[config.mk]
export PLATFORM = sky130hd
export DESIGN_NAME = mem_stage_flat
export DESIGN_NICKNAME = d
export VERILOG_FILES = /design/src/rtl/mem_stage_if.sv /design/src/rtl/mem_stage.sv /design/src/flat_wrapper.sv
export SDC_FILE = /design/constraint.sdc
export NUM_CORES = 1
export LEC_CHECK = 0
export CAP_MARGIN = 20
export CORE_ASPECT_RATIO = 0.7
export CORE_MARGIN = 8
export CORE_UTILIZATION = 47
export CTS_CLUSTER_SIZE = 8
export DETAILED_ROUTE_END_ITERATION = 8
export PLACE_DENSITY = 0.93
export SYNTH_ARGS = -nofsm -noshare
export SYNTH_HDL_FRONTEND = slang
export SYNTH_SLANG_ARGS = --single-unit
[constraint.sdc]
create_clock -name clk -period 8 [get_ports clk]
set_clock_uncertainty 0.2 [all_clocks]
set_input_delay 1.6 -clock clk [delete_from_list [all_inputs] [get_ports clk]]
set_output_delay 1.6 -clock clk [all_outputs]
set_load 0.01 [all_outputs]
[src/rtl/mem_stage_if.sv]
// mem_stage_if -- data-memory bus between the memory stage and data memory.
//   mem_req    stage -> mem  request, held until mem_ack
//   mem_we     stage -> mem  1 = write, 0 = read
//   mem_addr   stage -> mem  word-aligned byte address
//   mem_wdata  stage -> mem  store data already placed on its byte lane(s)
//   mem_wstrb  stage -> mem  byte-lane write enables
//   mem_rdata  mem -> stage  read word, valid with mem_ack
//   mem_ack    mem -> stage  one-cycle completion pulse
// master = memory stage side, slave = data-memory side.
interface mem_stage_if #(
  parameter int WIDTH = 32
);
  logic             mem_req;
  logic             mem_we;
  logic [WIDTH-1:0] mem_addr;
  logic [WIDTH-1:0] mem_wdata;
  logic [3:0]       mem_wstrb;
  logic [WIDTH-1:0] mem_rdata;
  logic             mem_ack;

  modport master (
    output mem_req, mem_we, mem_addr, mem_wdata, mem_wstrb,
    input  mem_rdata, mem_ack
  );

  modport slave (
    input  mem_req, mem_we, mem_addr, mem_wdata, mem_wstrb,
    output mem_rdata, mem_ack
  );
endinterface

[src/rtl/mem_stage.sv]
// mem_stage -- pipeline memory-access stage.
// Accepts one op per cycle while IDLE. Non-memory ops are written back the
// next cycle. Aligned loads/stores issue a held request on the data-memory
// bus and wait for mem_ack; the writeback follows one cycle after the ack.
// Misaligned accesses (and unsupported size codes) skip memory and produce a
// writeback with misalign_err set and the register write suppressed.
// Ports:
//   clk, reset            clock, synchronous active-high reset
//   in_valid / in_ready   upstream handshake (in_ready high only in IDLE)
//   instr_type, funct3    op class and access size/sign
//   rd, alu_result        destination register, ALU result / effective address
//   store_data            rs2 value for stores
//   mem                   data-memory bus (mem_stage_if.master)
//   wb_valid, wb_we       writeback pulse and register-file write enable
//   wb_rd, wb_data        writeback register index and value
//   misalign_err          pulse alongside wb_valid on a rejected access
module mem_stage #(
  parameter int WIDTH            = 32,
  parameter int REG_WIDTH        = 5,
  parameter int INSTR_TYPE_WIDTH = 8,
  parameter logic [INSTR_TYPE_WIDTH-1:0] IS_LOAD  = 8'h03,
  parameter logic [INSTR_TYPE_WIDTH-1:0] IS_STORE = 8'h23
) (
  input  logic                        clk,
  input  logic                        reset,
  input  logic                        in_valid,
  output logic                        in_ready,
  input  logic [INSTR_TYPE_WIDTH-1:0] instr_type,
  input  logic [2:0]                  funct3,
  input  logic [REG_WIDTH-1:0]        rd,
  input  logic [WIDTH-1:0]            alu_result,
  input  logic [WIDTH-1:0]            store_data,
  mem_stage_if.master                 mem,
  output logic                        wb_valid,
  output logic                        wb_we,
  output logic [REG_WIDTH-1:0]        wb_rd,
  output logic [WIDTH-1:0]            wb_data,
  output logic                        misalign_err
);

  typedef enum logic {IDLE, MEM_WAIT} state_t;

  state_t                 state_reg, state_next;
  logic                   mem_req_reg, mem_req_next;
  logic                   mem_we_reg, mem_we_next;
  logic [WIDTH-1:0]       mem_addr_reg, mem_addr_next;
  logic [WIDTH-1:0]       mem_wdata_reg, mem_wdata_next;
  logic [3:0]             mem_wstrb_reg, mem_wstrb_next;
  logic                   wb_valid_reg, wb_valid_next;
  logic                   wb_we_reg, wb_we_next;
  logic [REG_WIDTH-1:0]   wb_rd_reg, wb_rd_next;
  logic [WIDTH-1:0]       wb_data_reg, wb_data_next;
  logic                   err_reg, err_next;
  // Op details kept for the completion cycle.
  logic [REG_WIDTH-1:0]   rd_reg, rd_next;
  logic [2:0]             funct3_reg, funct3_next;
  logic [1:0]             lane_reg, lane_next;
  logic                   load_reg, load_next;

  logic                   is_load, is_store, access_ok;
  logic [WIDTH-1:0]       shifted, load_data;

  assign is_load  = (instr_type == IS_LOAD);
  assign is_store = (instr_type == IS_STORE);

  // Size/alignment legality. Unsigned sizes exist only for loads, so a
  // store with 100/101 (or any 011/11x code) is rejected like a misalignment.
  always_comb begin
    access_ok = 1'b0;
    case (funct3)
      3'b000:  access_ok = 1'b1;
      3'b001:  access_ok = ~alu_result[0];
      3'b010:  access_ok = (alu_result[1:0] == 2'b00);
      3'b100:  access_ok = is_load;
      3'b101:  access_ok = is_load & ~alu_result[0];
      default: access_ok = 1'b0;
    endcase
  end

  // Bring the addressed lane down to bit 0, then extend per the size code.
  always_comb begin
    shifted   = mem.mem_rdata >> {lane_reg, 3'b000};
    load_data = shifted;
    case (funct3_reg)
      3'b000:  load_data = {{(WIDTH-8){shifted[7]}}, shifted[7:0]};
      3'b100:  load_data = {{(WIDTH-8){1'b0}}, shifted[7:0]};
      3'b001:  load_data = {{(WIDTH-16){shifted[15]}}, shifted[15:0]};
      3'b101:  load_data = {{(WIDTH-16){1'b0}}, shifted[15:0]};
      default: load_data = shifted;
    endcase
  end

  always_comb begin
    state_next     = state_reg;
    mem_req_next   = mem_req_reg;
    mem_we_next    = mem_we_reg;
    mem_addr_next  = mem_addr_reg;
    mem_wdata_next = mem_wdata_reg;
    mem_wstrb_next = mem_wstrb_reg;
    wb_valid_next  = 1'b0;
    wb_we_next     = 1'b0;
    wb_rd_next     = wb_rd_reg;
    wb_data_next   = wb_data_reg;
    err_next       = 1'b0;
    rd_next        = rd_reg;
    funct3_next    = funct3_reg;
    lane_next      = lane_reg;
    load_next      = load_reg;

    case (state_reg)
      IDLE: begin
        if (in_valid) begin
          rd_next     = rd;
          funct3_next = funct3;
          lane_next   = alu_result[1:0];
          load_next   = is_load;
          if (!is_load && !is_store) begin
            wb_valid_next = 1'b1;
            wb_we_next    = (rd != '0);
            wb_rd_next    = rd;
            wb_data_next  = alu_result;
          end else if (!access_ok) begin
            wb_valid_next = 1'b1;
            err_next      = 1'b1;
            wb_rd_next    = rd;
            wb_data_next  = alu_result;
          end else begin
            state_next    = MEM_WAIT;
            mem_req_next  = 1'b1;
            mem_we_next   = is_store;
            mem_addr_next = {alu_result[WIDTH-1:2], 2'b00};
            if (is_store) begin
              case (funct3[1:0])
                2'b00: begin
                  mem_wstrb_next = 4'b0001 << alu_result[1:0];
                  mem_wdata_next = {4{store_data[7:0]}};
                end
                2'b01: begin
                  mem_wstrb_next = 4'b0011 << alu_result[1:0];
                  mem_wdata_next = {2{store_data[15:0]}};
                end
                default: begin
                  mem_wstrb_next = 4'b1111;
                  mem_wdata_next = store_data;
                end
              endcase
            end else begin
              mem_wstrb_next = 4'b0000;
            end
          end
        end
      end
      MEM_WAIT: begin
        if (mem.mem_ack) begin
          state_next     = IDLE;
          mem_req_next   = 1'b0;
          mem_we_next    = 1'b0;
          mem_wstrb_next = 4'b0000;
          wb_valid_next  = 1'b1;
          wb_rd_next     = rd_reg;
          wb_we_next     = load_reg && (rd_reg != '0);
          wb_data_next   = load_reg ? load_data : '0;
        end
      end
      default: state_next = IDLE;
    endcase
  end

  always_ff @(posedge clk) begin
    if (reset) begin
      state_reg     <= IDLE;
      mem_req_reg   <= 1'b0;
      mem_we_reg    <= 1'b0;
      mem_addr_reg  <= '0;
      mem_wdata_reg <= '0;
      mem_wstrb_reg <= 4'b0000;
      wb_valid_reg  <= 1'b0;
      wb_we_reg     <= 1'b0;
      wb_rd_reg     <= '0;
      wb_data_reg   <= '0;
      err_reg       <= 1'b0;
      rd_reg        <= '0;
      funct3_reg    <= 3'b000;
      lane_reg      <= 2'b00;
      load_reg      <= 1'b0;
    end else begin
      state_reg     <= state_next;
      mem_req_reg   <= mem_req_next;
      mem_we_reg    <= mem_we_next;
      mem_addr_reg  <= mem_addr_next;
      mem_wdata_reg <= mem_wdata_next;
      mem_wstrb_reg <= mem_wstrb_next;
      wb_valid_reg  <= wb_valid_next;
      wb_we_reg     <= wb_we_next;
      wb_rd_reg     <= wb_rd_next;
      wb_data_reg   <= wb_data_next;
      err_reg       <= err_next;
      rd_reg        <= rd_next;
      funct3_reg    <= funct3_next;
      lane_reg      <= lane_next;
      load_reg      <= load_next;
    end
  end

  assign in_ready      = (state_reg == IDLE);
  assign mem.mem_req   = mem_req_reg;
  assign mem.mem_we    = mem_we_reg;
  assign mem.mem_addr  = mem_addr_reg;
  assign mem.mem_wdata = mem_wdata_reg;
  assign mem.mem_wstrb = mem_wstrb_reg;
  assign wb_valid      = wb_valid_reg;
  assign wb_we         = wb_we_reg;
  assign wb_rd         = wb_rd_reg;
  assign wb_data       = wb_data_reg;
  assign misalign_err  = err_reg;

endmodule

[src/flat_wrapper.sv]
// flat-port wrapper written by rule: the top's interface ports become plain ports
module mem_stage_flat 
#(
  parameter int WIDTH            = 32,
  parameter int REG_WIDTH        = 5,
  parameter int INSTR_TYPE_WIDTH = 8,
  parameter logic [INSTR_TYPE_WIDTH-1:0] IS_LOAD  = 8'h03,
  parameter logic [INSTR_TYPE_WIDTH-1:0] IS_STORE = 8'h23
)
  (clk, reset, in_valid, in_ready, instr_type, funct3, rd, alu_result, store_data, wb_valid, wb_we, wb_rd, wb_data, misalign_err, mem_mem_req, mem_mem_we, mem_mem_addr, mem_mem_wdata, mem_mem_wstrb, mem_mem_rdata, mem_mem_ack);
  mem_stage_if #(.WIDTH(WIDTH)) mem_i ();
  input  logic clk;
  input  logic reset;
  input  logic in_valid;
  output logic in_ready;
  input  logic [INSTR_TYPE_WIDTH-1:0] instr_type;
  input  logic [2:0] funct3;
  input  logic [REG_WIDTH-1:0] rd;
  input  logic [WIDTH-1:0] alu_result;
  input  logic [WIDTH-1:0] store_data;
  output logic wb_valid;
  output logic wb_we;
  output logic [REG_WIDTH-1:0] wb_rd;
  output logic [WIDTH-1:0] wb_data;
  output logic misalign_err;
  output wire logic [$bits(mem_i.mem_req)-1:0] mem_mem_req;
  output wire logic [$bits(mem_i.mem_we)-1:0] mem_mem_we;
  output wire logic [$bits(mem_i.mem_addr)-1:0] mem_mem_addr;
  output wire logic [$bits(mem_i.mem_wdata)-1:0] mem_mem_wdata;
  output wire logic [$bits(mem_i.mem_wstrb)-1:0] mem_mem_wstrb;
  input wire logic [$bits(mem_i.mem_rdata)-1:0] mem_mem_rdata;
  input wire logic [$bits(mem_i.mem_ack)-1:0] mem_mem_ack;
  assign mem_mem_req = mem_i.mem_req;
  assign mem_mem_we = mem_i.mem_we;
  assign mem_mem_addr = mem_i.mem_addr;
  assign mem_mem_wdata = mem_i.mem_wdata;
  assign mem_mem_wstrb = mem_i.mem_wstrb;
  assign mem_i.mem_rdata = mem_mem_rdata;
  assign mem_i.mem_ack = mem_mem_ack;
  mem_stage #(.WIDTH(WIDTH), .REG_WIDTH(REG_WIDTH), .INSTR_TYPE_WIDTH(INSTR_TYPE_WIDTH), .IS_LOAD(IS_LOAD), .IS_STORE(IS_STORE)) u_core (.clk(clk), .reset(reset), .in_valid(in_valid), .in_ready(in_ready), .instr_type(instr_type), .funct3(funct3), .rd(rd), .alu_result(alu_result), .store_data(store_data), .mem(mem_i), .wb_valid(wb_valid), .wb_we(wb_we), .wb_rd(wb_rd), .wb_data(wb_data), .misalign_err(misalign_err));
endmodule
==> out/qor.yml <==
antenna_cells: 0
syn_area_um2: 5560
rr_worst_depth: 6
nNetsFinal: 999
syn_to_final_growth_pct: 53.2
core_um2: 11600
tns_ps: 0
finalSetupViolations: 0
dieArea_um2: 15600
start_util: 0.478
finalWeightedCongestion: 0.928
cts_buffers: 17
cts.clk_slew.worst_paths_ps: 50
synth_cells: 693
root_buffer: "clkbuf_16"
ys_types: 38
rsz0062_at_grt: "false"
r2r_slack_ps: 4900
mostFrequentLayoutCell: "clkdlybuf4s50_1"
die_h_um: 107
finalWirelength_mm: 19.8
path_class: "reg2out"
n_fill_cell: 890
cp_data_required_time_ps: 6200
synth_top_flop_cell: "dfxtp_1"
hold_viol: 0
wl_met3_mm: 1.67
slew_headroom: 0.230
grt_pass1_wl_mm: 30.6
holdWs_ps: 247
ant_nets: 0
synth-edff-count: 0
ys_ff_latch: 120
clk-insertion-delay-late_ps: 410
dp_hpwl_mm: 14.4
portBuffers: 224
finalCritPeriodShare: 0.527
first_global_vias: 5587
synthArstFlopShare: 0
antenna_found_initial: 0
swShare: 0.221
seq_area_frac_synth: 0.432
cts-resized-gates: 0
row_count: 33
via_per_inst: 5.58
hold_path.class: "reg2reg"
hold_buffers: 0
r2r-start: "u_core.state_reg"
power_frac_seq: 0.357
clockBufferDepth: 2
ios: 227
crit_fanout: 17
hold_start: "u_core.mem.mem_wdata[4]"
timing.rr.end: "u_core.wb_data[22]"
slew_violations: 0
end_kind: "output port"
drt-wirelength-per-cell_um: 18.8
vias: 5878
worst_pin_slew_ps: 1150
holdPathEnd: "u_core.mem.mem_wdata[4]"
max-cap-violations: 0
vdd_drop_max_mv: 0.159
drt_iter0_drc: 460
wl_met2_mm: 9.06
grt_remaining_overflow: 0
power_density_nw_per_um2: 205
layout_common_cells: "223 x clkdlybuf4s50_1, 153 x nand2_1, 120 x dfxtp_1"
p_int_w: 0.00136
post_cts_buffers: 0
yosys_warnings: 0
wl_met1_mm: 8.56
pwr-share-clk: 0.525
outcome: "finished, final reports clean"
cp.arrival_ps: 2410
switchingPower_w: 0.000386
die_w_um: 146
cts_tree: "yes"
post-route-min-period_ps: 4210
drive_above_1_share: 0.0703
p_comb_frac: 0.118
top_layer_used: "met4"
holdPathStages: 2
fmax_mhz: 237
track_usage: 0.243
firstDrtPassIters: 5
total_leakage_power_nw: 3.06
grt_max_degree: 76
cts_sinks: 120
htreeDepth: 4
drc_errors: 0
cp-start-kind: "register"
syn_area_per_cell_um2: 8.03
## cell families (layout without fill, tap and decap cells)
family | count (synthesis) | in the layout | synth area share
AND/OR/NAND/NOR | 291 | 291 | 0.238
AO/OA/AOI/OAI | 177 | 177 | 0.208
flip-flops | 120 | 120 | 0.432
buffers and inverters | 64 | 266 | 0.0490
multiplexers | 40 | 40 | 0.0720
other | 1 | 2 | 0.000674
## critical path, cell delays in order, from the launching register on
cell             delay (ps)
dfxtp_1                 720
clkinv_1                640
clkdlybuf4s50_1         650
## synthesized netlist by cell type, types with 2 or more instances
cell type | count | area (µm²)
nand4_1 | 9 | 56.3
nor2b_1 | 11 | 68.8
a311oi_1 | 15 | 131
dfxtp_1 | 120 | 2400
a211o_1 | 7 | 61.3
a22oi_1 | 2 | 15.0
buf_1 | 6 | 22.5
nand2b_1 | 9 | 56.3
or3b_2 | 16 | 140
nand3b_1 | 2 | 15.0
nand2_1 | 153 | 574
o211ai_1 | 5 | 37.5
buf_2 | 5 | 25.0
o22a_1 | 7 | 61.3
a32oi_1 | 7 | 61.3
o2111ai_1 | 9 | 78.8
a21oi_1 | 75 | 375
nor3_1 | 2 | 10.0
clkbuf_1 | 47 | 176
mux2i_1 | 40 | 400
buf_4 | 3 | 22.5
nor2_1 | 55 | 206
nor4_1 | 2 | 12.5
a211oi_1 | 22 | 165
buf_6 | 2 | 22.5
or4_1 | 4 | 30.0
or2_2 | 2 | 12.5
and2_1 | 2 | 12.5
o21ai_0 | 24 | 120
nand3_1 | 22 | 110
## worst max-delay path by stage
stage	startpoint	to	slack (ps)
6_report	u_core.state_reg	in_ready	3790
5_1_grt	u_core.state_reg	in_ready	3730
4_1_cts	u_core.state_reg	in_ready	3840
3_5_place_dp	in_valid	u_core.wb_data[18]	3510
3_3_place_gp	in_valid	u_core.wb_data[22]	3560
2_1_floorplan	alu_result[0]	u_core.mem.mem_wdata[29]	4330
## stage by stage
stage	std cells	setup WS [ps]	total power (W)	instance area [µm²]	utilization
2_1_floorplan	694	4330	0.000725	5570	-
3_3_place_gp	1021	3560	0.000837	7820	0.671
3_5_place_dp	1021	3510	0.000839	7820	0.671
4_1_cts	1053	3840	0.00175	8530	0.732
5_1_grt	1053	3730	0.00180	8530	0.732
6_report	1053	3790	0.00175	8530	0.732
## power groups by stage
stage          Combinational, W  Clock [W]  Sequential, W
5_1_grt                0.000220   0.000956       0.000626
4_1_cts                0.000204   0.000925       0.000624
2_1_floorplan         0.0000848          0       0.000640
6_report               0.000206   0.000918       0.000625
3_5_place_dp           0.000203          0       0.000636
3_3_place_gp           0.000200          0       0.000636
## layer usage
| layer | global-route usage | vias up |
|---|---|---|
| met5 | 0 | - |
| met4 | 0.0996 | 0 |
| met3 | 0.0745 | 37 |
| met2 | 0.372 | 268 |
| met1 | 0.316 | 2732 |
| li1 | - | 2841 |
## cell type report
type                    instances  area, µm²  area share
clock buffers                  20        467      0.0547
clock inverters                12        243      0.0285
multi-input cells             510       2910       0.341
repair buffers                233       2310       0.271
well taps                     157        196      0.0230
inverters                       1       3.75    0.000440
flip-flops and latches        120       2400       0.282
(Power assumes the default switching activity.)
